[config.mk]
export PLATFORM = sky130hd
export DESIGN_NAME = seq_detect_param
export DESIGN_NICKNAME = d
export VERILOG_FILES = /design/src/rtl/seq_detect_param.sv
export SDC_FILE = /design/constraint.sdc
export NUM_CORES = 1
export LEC_CHECK = 0
export ABC_AREA = 0
export CORE_UTILIZATION = 45
export DETAILED_ROUTE_END_ITERATION = 8
export GPL_TIMING_DRIVEN = 0
export PLACE_DENSITY = 0.72
export SKIP_CTS_REPAIR_TIMING = 1
export SYNTH_ARGS = -nofsm -noshare
export SYNTH_HDL_FRONTEND = slang
export SYNTH_SLANG_ARGS = --single-unit
[constraint.sdc]
create_clock -name clk -period 6.25 [get_ports clk]
set_input_delay 0.9375 -clock clk [delete_from_list [all_inputs] [get_ports clk]]
set_output_delay 0.9375 -clock clk [all_outputs]
set_load 0.01 [all_outputs]
[src/rtl/seq_detect_param.sv]
// Serial-bit sequence detector with a runtime-loadable pattern and length.
// Supports overlapping and non-overlapping matching, an input-valid qualifier and a saturating match counter.
module seq_detect_param #(
    parameter int                MAXLEN  = 8,
    parameter int                CW      = 8,
    parameter logic [MAXLEN-1:0] PAT_RST = 8'b0000_0011,
    parameter int                LEN_RST = 4
) (
    input  logic                         clk,
    input  logic                         clr,
    input  logic                         x,
    input  logic                         x_vld,
    input  logic                         pat_ld,
    input  logic [MAXLEN-1:0]            pat_in,
    input  logic [$clog2(MAXLEN+1)-1:0]  len_in,
    input  logic                         overlap,
    output logic                         z,
    output logic [CW-1:0]                match_cnt
);

    localparam int             LW       = $clog2(MAXLEN + 1);
    localparam logic [LW-1:0]  MAXLEN_L = LW'(MAXLEN);
    localparam logic [LW-1:0]  LEN_RST_L = LW'(LEN_RST);

    logic [MAXLEN-1:0] r_hist;
    logic [LW-1:0]     r_fill;
    logic [MAXLEN-1:0] r_pat;
    logic [LW-1:0]     r_len;
    logic              r_z;
    logic [CW-1:0]     r_cnt;

    logic              w_accept;
    logic [MAXLEN-1:0] w_hist_nxt;
    logic [MAXLEN-1:0] w_mask;
    logic              w_fill_ok;
    logic              w_match;
    logic [LW-1:0]     w_len_clamp;
    logic [LW-1:0]     w_fill_inc;

    // A load strobe wins over a valid bit on the same edge, so that bit is dropped.
    assign w_accept   = x_vld & ~pat_ld;
    assign w_hist_nxt = {r_hist[MAXLEN-2:0], x};

    // NOTE: every bit gets a default before the loop so no latch is inferred.
    always_comb begin
        w_mask = '0;
        for (int i = 0; i < MAXLEN; i++) begin
            w_mask[i] = (LW'(i) < r_len);
        end
    end

    // The incoming bit counts towards the fill, hence the +1 against the stored value.
    assign w_fill_ok = ({1'b0, r_fill} + 1'b1) >= {1'b0, r_len};
    assign w_match   = w_accept & w_fill_ok & (((w_hist_nxt ^ r_pat) & w_mask) == '0);

    assign w_len_clamp = ((len_in == '0) || (len_in > MAXLEN_L)) ? MAXLEN_L : len_in;
    assign w_fill_inc  = (r_fill == MAXLEN_L) ? r_fill : r_fill + 1'b1;

    // NOTE: sequential state uses non-blocking assignments so all registers update together.
    always_ff @(posedge clk or negedge clr) begin
        if (!clr) begin
            r_pat <= PAT_RST;
            r_len <= LEN_RST_L;
        end else if (pat_ld) begin
            r_pat <= pat_in;
            r_len <= w_len_clamp;
        end
    end

    always_ff @(posedge clk or negedge clr) begin
        if (!clr) begin
            r_hist <= '0;
            r_fill <= '0;
        end else if (pat_ld) begin
            r_hist <= '0;
            r_fill <= '0;
        end else if (x_vld) begin
            r_hist <= w_hist_nxt;
            // Non-overlap restarts the fill; the history keeps shifting regardless.
            r_fill <= (w_match && !overlap) ? '0 : w_fill_inc;
        end
    end

    always_ff @(posedge clk or negedge clr) begin
        if (!clr) begin
            r_z   <= 1'b0;
            r_cnt <= '0;
        end else begin
            r_z <= w_match;
            if (w_match && !(&r_cnt)) begin
                r_cnt <= r_cnt + 1'b1;
            end
        end
    end

    assign z         = r_z;
    assign match_cnt = r_cnt;

endmodule

==> run summary, run 1 <==
status - complete, no violations
Compound-Gate Fraction of Synth Area - 0.07532
DRT iter0 DRCs - 53
largest net degree at the start of global routing - 33
xor/xnor share of the synthesized area - 0.08352
final worst path period need - 2.540 ns
Worst path max stage delay - 0.50 ns
routed length per instance - 13.90 um
worst path cell trace - clkdlybuf4s50_1 > nand2b_1 > nor4_1 > nand4_1 > buf_6 > nor3b_1 > xor2_1
most common cell in the netlist - dfrtp_1
port bufs - 26
fin nets - 218
largest family of logic cells by synthesized area - simple AND/OR/NAND/NOR gates
n_diodes - 0
CP top delay family - simple AND/OR/NAND/NOR gates
Max transition margin - 0.5468
total CTS buffers - 5
Main synth FF type - dfrtp_1
area added between synthesis and finish - 23.86%
post-synthesis mux area share - 0.1089
antenna-violating nets left - 0
Hold Crit Start - match_cnt[4]
Crit-path slowest cell - clkdlybuf4s50_1
non-filler cells, final - 240
worst path required time - 6.45 ns
Die X - 63.06 um
Clk network pwr share - 0.328
R2R cell count - 9
worst reg2reg setup slack - 3.80 ns
peak supply drop - 182.9 uV
final clock skew - 0.007505 ns
Final Hold Fails - 0
clk_lat worst skew - 0.29 ns
RD Place Congestion - 0.8758
TNS Setup - 0 ns
pwr dens - 225.7 nW/um2
most area-consuming cells after synthesis - dfrtp_1 (43%), mux2_2 (6.7%), ha_1 (5.2%)
hold_ws - 0.5011 ns
Yosys top cell by area - dfrtp_1
Post-Synthesis Cells - 160
final setup fails - 0
mapped cell area - 1678 um2
Yosys reg bits - 32
Final Power - 469.0 uW
Final Max Tran Viols - 0
fill count - 303
Combinational Power Share - 0.163
post-synth cell types - 33
Static Leak - 0.9343 nW
RSZ-0062 raised after global routing - no
initial antenna violation count - 0
crit end category - register
Worst-path clk slew - 0.06 ns
sequential area share after synthesis - 0.4795
Arrival @ worst endpoint - 2.74 ns
worst min path class - reg -> reg
CTS tree - done
top-area cell type share of the netlist area - 0.4325
core area - 3442 um2
Min-Delay Path Depth - 1
internal power - 341.7 uW
fraction of registers with async set/reset - 1.000
commonest cells in the netlist - dfrtp_1 (29), nand2_1 (15), nor2_1 (12), mux2_2 (10), xor2_1 (9)
Flop pwr share - 0.509
GRT Util Overall - 0.1963
Crit Path Class - in -> reg
Starting Density - 0.4875
worst r2r src - r_fill[0]
total gr overflow - 0
fin crit share - 0.4065
Sw Pwr - 127.2 uW
startpoint class of the critical path - input port
drt drc - 0
Hold Path End - match_cnt[4]
layout cell share with drive strength beyond 1 - 0.1289
Max-Cap Viols - 0
RR Endpoint - match_cnt[2]
# rows - 21
simple-gate portion of the synthesized area - 0.1670
post-route worst setup slack - 3.710 ns
via/cell ratio - 5.217
Post-Place Cells - 232
YS warnings - 0
clk buf depth - 2
Worst-Margin Slew - 0.6706 ns
Clock Sinks - 32
CP Max Fanout - 10
htree depth - 2
Mapped Nets - 185
post-DP HPWL - 2.470 mm
Synth Area in Adders - 0.05220
syn avg cell area - 10.49 um2
Achievable Freq - 393.7 MHz
Sw Ratio - 0.2713
Post-synth EDFFs - 0
pre-CTS WS - 3.445 ns
Die Area - 3977 um2
Chip Height - 63.06 um
top-level I/O count - 27
first drt pass iteration count - 4
Buf/Inv on CP - 2
drt total wl - 3.337 mm
vias in the first global route - 1374
clock root cell - clkbuf_8
via count - 1252
first-pass GRT wire length - 6.044 mm
## stage by stage
step                      instance area (um2)    util
after global placement                   1996  0.5798
after floorplan                          1678       -
final                                    2078  0.6038
after CTS                                2083  0.6052
after detailed placement                 1996  0.5798
after global routing                     2078  0.6038
## cells by family after synthesis
kind of cell / count (synthesis)
simple gates: 54
compound gates: 21
fa+ha+maj: 7
buf+inv: 13
flops: 32
mux: 17
xor+xnor: 16
## how the worst max path moves through the flow
stage	from	end	cells past startpoint	slack [ns]
CTS	x_vld	match_cnt[3]	7	3.72
floorplan	pat_ld	match_cnt[7]	5	4.06
global route	pat_ld	match_cnt[2]	7	3.56
finish	x_vld	match_cnt[2]	7	3.71
global placement	x_vld	match_cnt[1]	6	3.47
detailed placement	x	match_cnt[3]	8	3.44
## cell usage in the layout, fill, tap and decap left out, drive strengths merged, types with 5 or more instances in the layout
master,Yosys,routed
mux2i,7,7
ha,7,7
xor2,9,9
dfrtp,29,29
nor2,13,13
nor3,7,7
nand3,5,5
clkbuf,2,7
nand2,15,15
clkdlybuf4s50,0,25
o22ai,5,5
mux2,10,10
o21ai,7,7
inv,8,8
xnor2,7,7
## worst register-to-register path, delay by kind of cell, from the launching register on
kind / cells / cell delay, ns
AO/OA/AOI/OAI: 2 / 0.27
buffers and inverters: 1 / 0.21
flip-flops: 1 / 0.46
adder cells (fa/ha/maj): 2 / 0.56
XOR/XNOR: 2 / 0.35
AND/OR/NAND/NOR: 2 / 0.50
## final cells by class
class / instances / area (um2) / share of cell area
multi-input combinational: 115 / 817.0 / 0.3931
sequential: 32 / 804.5 / 0.3871
timing repair buffer: 26 / 255.2 / 0.1228
clock buffer: 5 / 68.82 / 0.03311
tap: 46 / 57.56 / 0.02769
inverter: 8 / 30.03 / 0.01445
buffer: 5 / 26.28 / 0.01264
clock inverter: 3 / 18.77 / 0.009031
## state kept, by name, summed over array words and instances, names as in the netlist
signal / count
r_len: 4
r_fill: 4
z: 1
r_hist: 7
match_cnt: 8
r_pat: 8
## routing by layer
metal | vias up | GRT usage | wire [um]
met1 | 599 | 0.2421 | 1564
li1 | 620 | - | -
met3 | 5 | 0.05616 | 134
met4 | 0 | 0.07267 | 42
met2 | 28 | 0.3239 | 1596
met5 | - | 0 | 0
## power groups by stage
stage	logic [mW]	registers (mW)	clock network, mW
global route	0.0859	0.241	0.167
floorplan	0.0397	0.241	0
finish	0.0765	0.239	0.154
global placement	0.0732	0.241	0
detailed placement	0.0767	0.242	0
CTS	0.0773	0.239	0.157
No activity file was read; power rests on OpenSTA's default activity.
==> run 2: changes to the inputs <==
Settings changed: PLACE_DENSITY 0.72 to 0.75.
Clock period 6.25 ns to 2.2 ns, I/O delays scaled along.
==> run summary, run 2 (synthesized netlist as in run 1, its figures left out) <==
status - finished, violations left
failing checks - setup timing
Multi-input gate area - 952.2 um2
Final Hold Fails - 0
Max-Cap Viols - 0
drt total wl - 3.918 mm
first drt pass iteration count - 4
Clk network pwr share - 0.325
n_diodes - 0
GRT Util Overall - 0.2029
Worst-Margin Slew - 0.7041 ns
DRT iter0 DRCs - 89
Sw Ratio - 0.2630
clock root cell - clkbuf_8
Die X - 63.06 um
fin nets - 222
Global Route met2 Usage - 0.3414
CP Max Fanout - 7
top-level I/O count - 27
RD Place Congestion - 0.7835
via/cell ratio - 5.373
clk_lat worst skew - 0.28 ns
pwr dens - 619.7 nW/um2
initial antenna violation count - 0
port bufs - 26
non-filler cells, final - 244
startpoint class of the critical path - register
Post-Place Cells - 232
Sw Pwr - 367.0 uW
Seq. cell area - 807.0 um2
RSZ-0062 raised after global routing - yes
most frequent cells in the layout - dfrtp_1 (27), clkdlybuf4s50_1 (25), nand2_1 (15), nor2_1 (10)
peak supply drop - 450.9 uV
met3 Use GR - 0.05797
crit end category - register
antenna-violating nets left - 0
via count - 1311
total CTS buffers - 5
Combinational Power Share - 0.183
post-DP HPWL - 2.570 mm
# rows - 21
fin crit share - 1.033
Final Max Tran Viols - 0
commonest non-fill, non-tap cell in the layout - dfrtp_1
Crit Path Class - reg -> reg
worst path required time - 2.36 ns
met1 Use GR - 0.2381
Flop pwr share - 0.492
Static Leak - 0.9577 nW
routed length per instance - 16.06 um
vias in the first global route - 1343
core area - 3442 um2
area added between synthesis and finish - 34.23%
internal power - 1.029 mW
worst min path class - in -> async
htree depth - 2
Arrival @ worst endpoint - 2.43 ns
final setup fails - 8
Worst-path clk slew - 0.07 ns
CTS tree - done
clk buf depth - 2
largest net degree at the start of global routing - 33
final clock skew - 0.006821 ns
Clock Sinks - 32
Die Area - 3977 um2
drt drc - 0
grt peak-use layer - met2
post-route worst setup slack - -0.07369 ns
total gr overflow - 0
Max transition margin - 0.5242
Achievable Freq - 439.8 MHz
layout cell share with drive strength beyond 1 - 0.2323
first-pass GRT wire length - 6.141 mm
Chip Height - 63.06 um
final worst path period need - 2.274 ns
hold_ws - 0.09664 ns
Starting Density - 0.4875
fill count - 274
## run 2: critical path, stage by stage (launching register included)
cell	delay (ns)
dfrtp_2	0.46
ha_4	0.20
xor2_2	0.14
ha_2	0.31
o21ai_1	0.05
o21ai_1	0.17
nand4_1	0.24
nor3_2	0.25
mux2_4	0.32
## run 2: area by class of cell
cell class,instances,share of cell area
Buffer,5,0.01167
Clock buffer,8,0.04000
Inverter,8,0.01333
Multi-Input combinational cell,115,0.4228
Sequential cell,32,0.3583
Tap cell,46,0.02556
Timing Repair Buffer,30,0.1283
## run 2: path summary, 6_finish.rpt
| path | cells past startpoint | end | startpoint | slack, ns |
|---|---|---|---|---|
| worst max-delay path | 8 | match_cnt[7] | r_fill[0] | -0.07 |
| max in group asynchronous | 1 | r_fill[0] | clr | 1.59 |
| worst max register to register | 8 | match_cnt[7] | r_fill[0] | -0.07 |
| worst min register to register | 1 | match_cnt[6] | match_cnt[6] | 0.53 |
| worst min-delay path | 1 | r_len[0] | clr | 0.1 |
| min in group clk | 1 | match_cnt[6] | match_cnt[6] | 0.53 |
## run 2: stage by stage
step | utilization | setup TNS, ns | area [um2] | setup WS (ns) | power, mW
global route | 0.6543 | -1.293 | 2252 | -0.1674 | 1.471
detailed placement | 0.5783 | -1.113 | 1991 | -0.1957 | 0.9108
finish | 0.6543 | -0.3268 | 2252 | -0.07369 | 1.396
global placement | 0.5798 | -0.5811 | 1996 | -0.1224 | 0.8940
floorplan | - | 0 | 1678 | 0.1055 | 0.7972
CTS | 0.6045 | -1.323 | 2081 | -0.2119 | 1.363
## run 2: power groups by stage
stage	clock [mW]	sequential, mW	combinational [mW]
6_report	0.454	0.687	0.255
5_1_grt	0.497	0.692	0.282
4_1_cts	0.461	0.680	0.222
3_5_place_dp	0	0.691	0.220
3_3_place_gp	0	0.685	0.210
2_1_floorplan	0	0.684	0.113
## run 2: routing by layer
metal	up-vias	share of wire	wire length, um
li1	627	-	-
met1	651	0.43	1675
met2	27	0.52	2056
met3	6	0.031	121
met4	0	0.016	63
met5	-	0	0
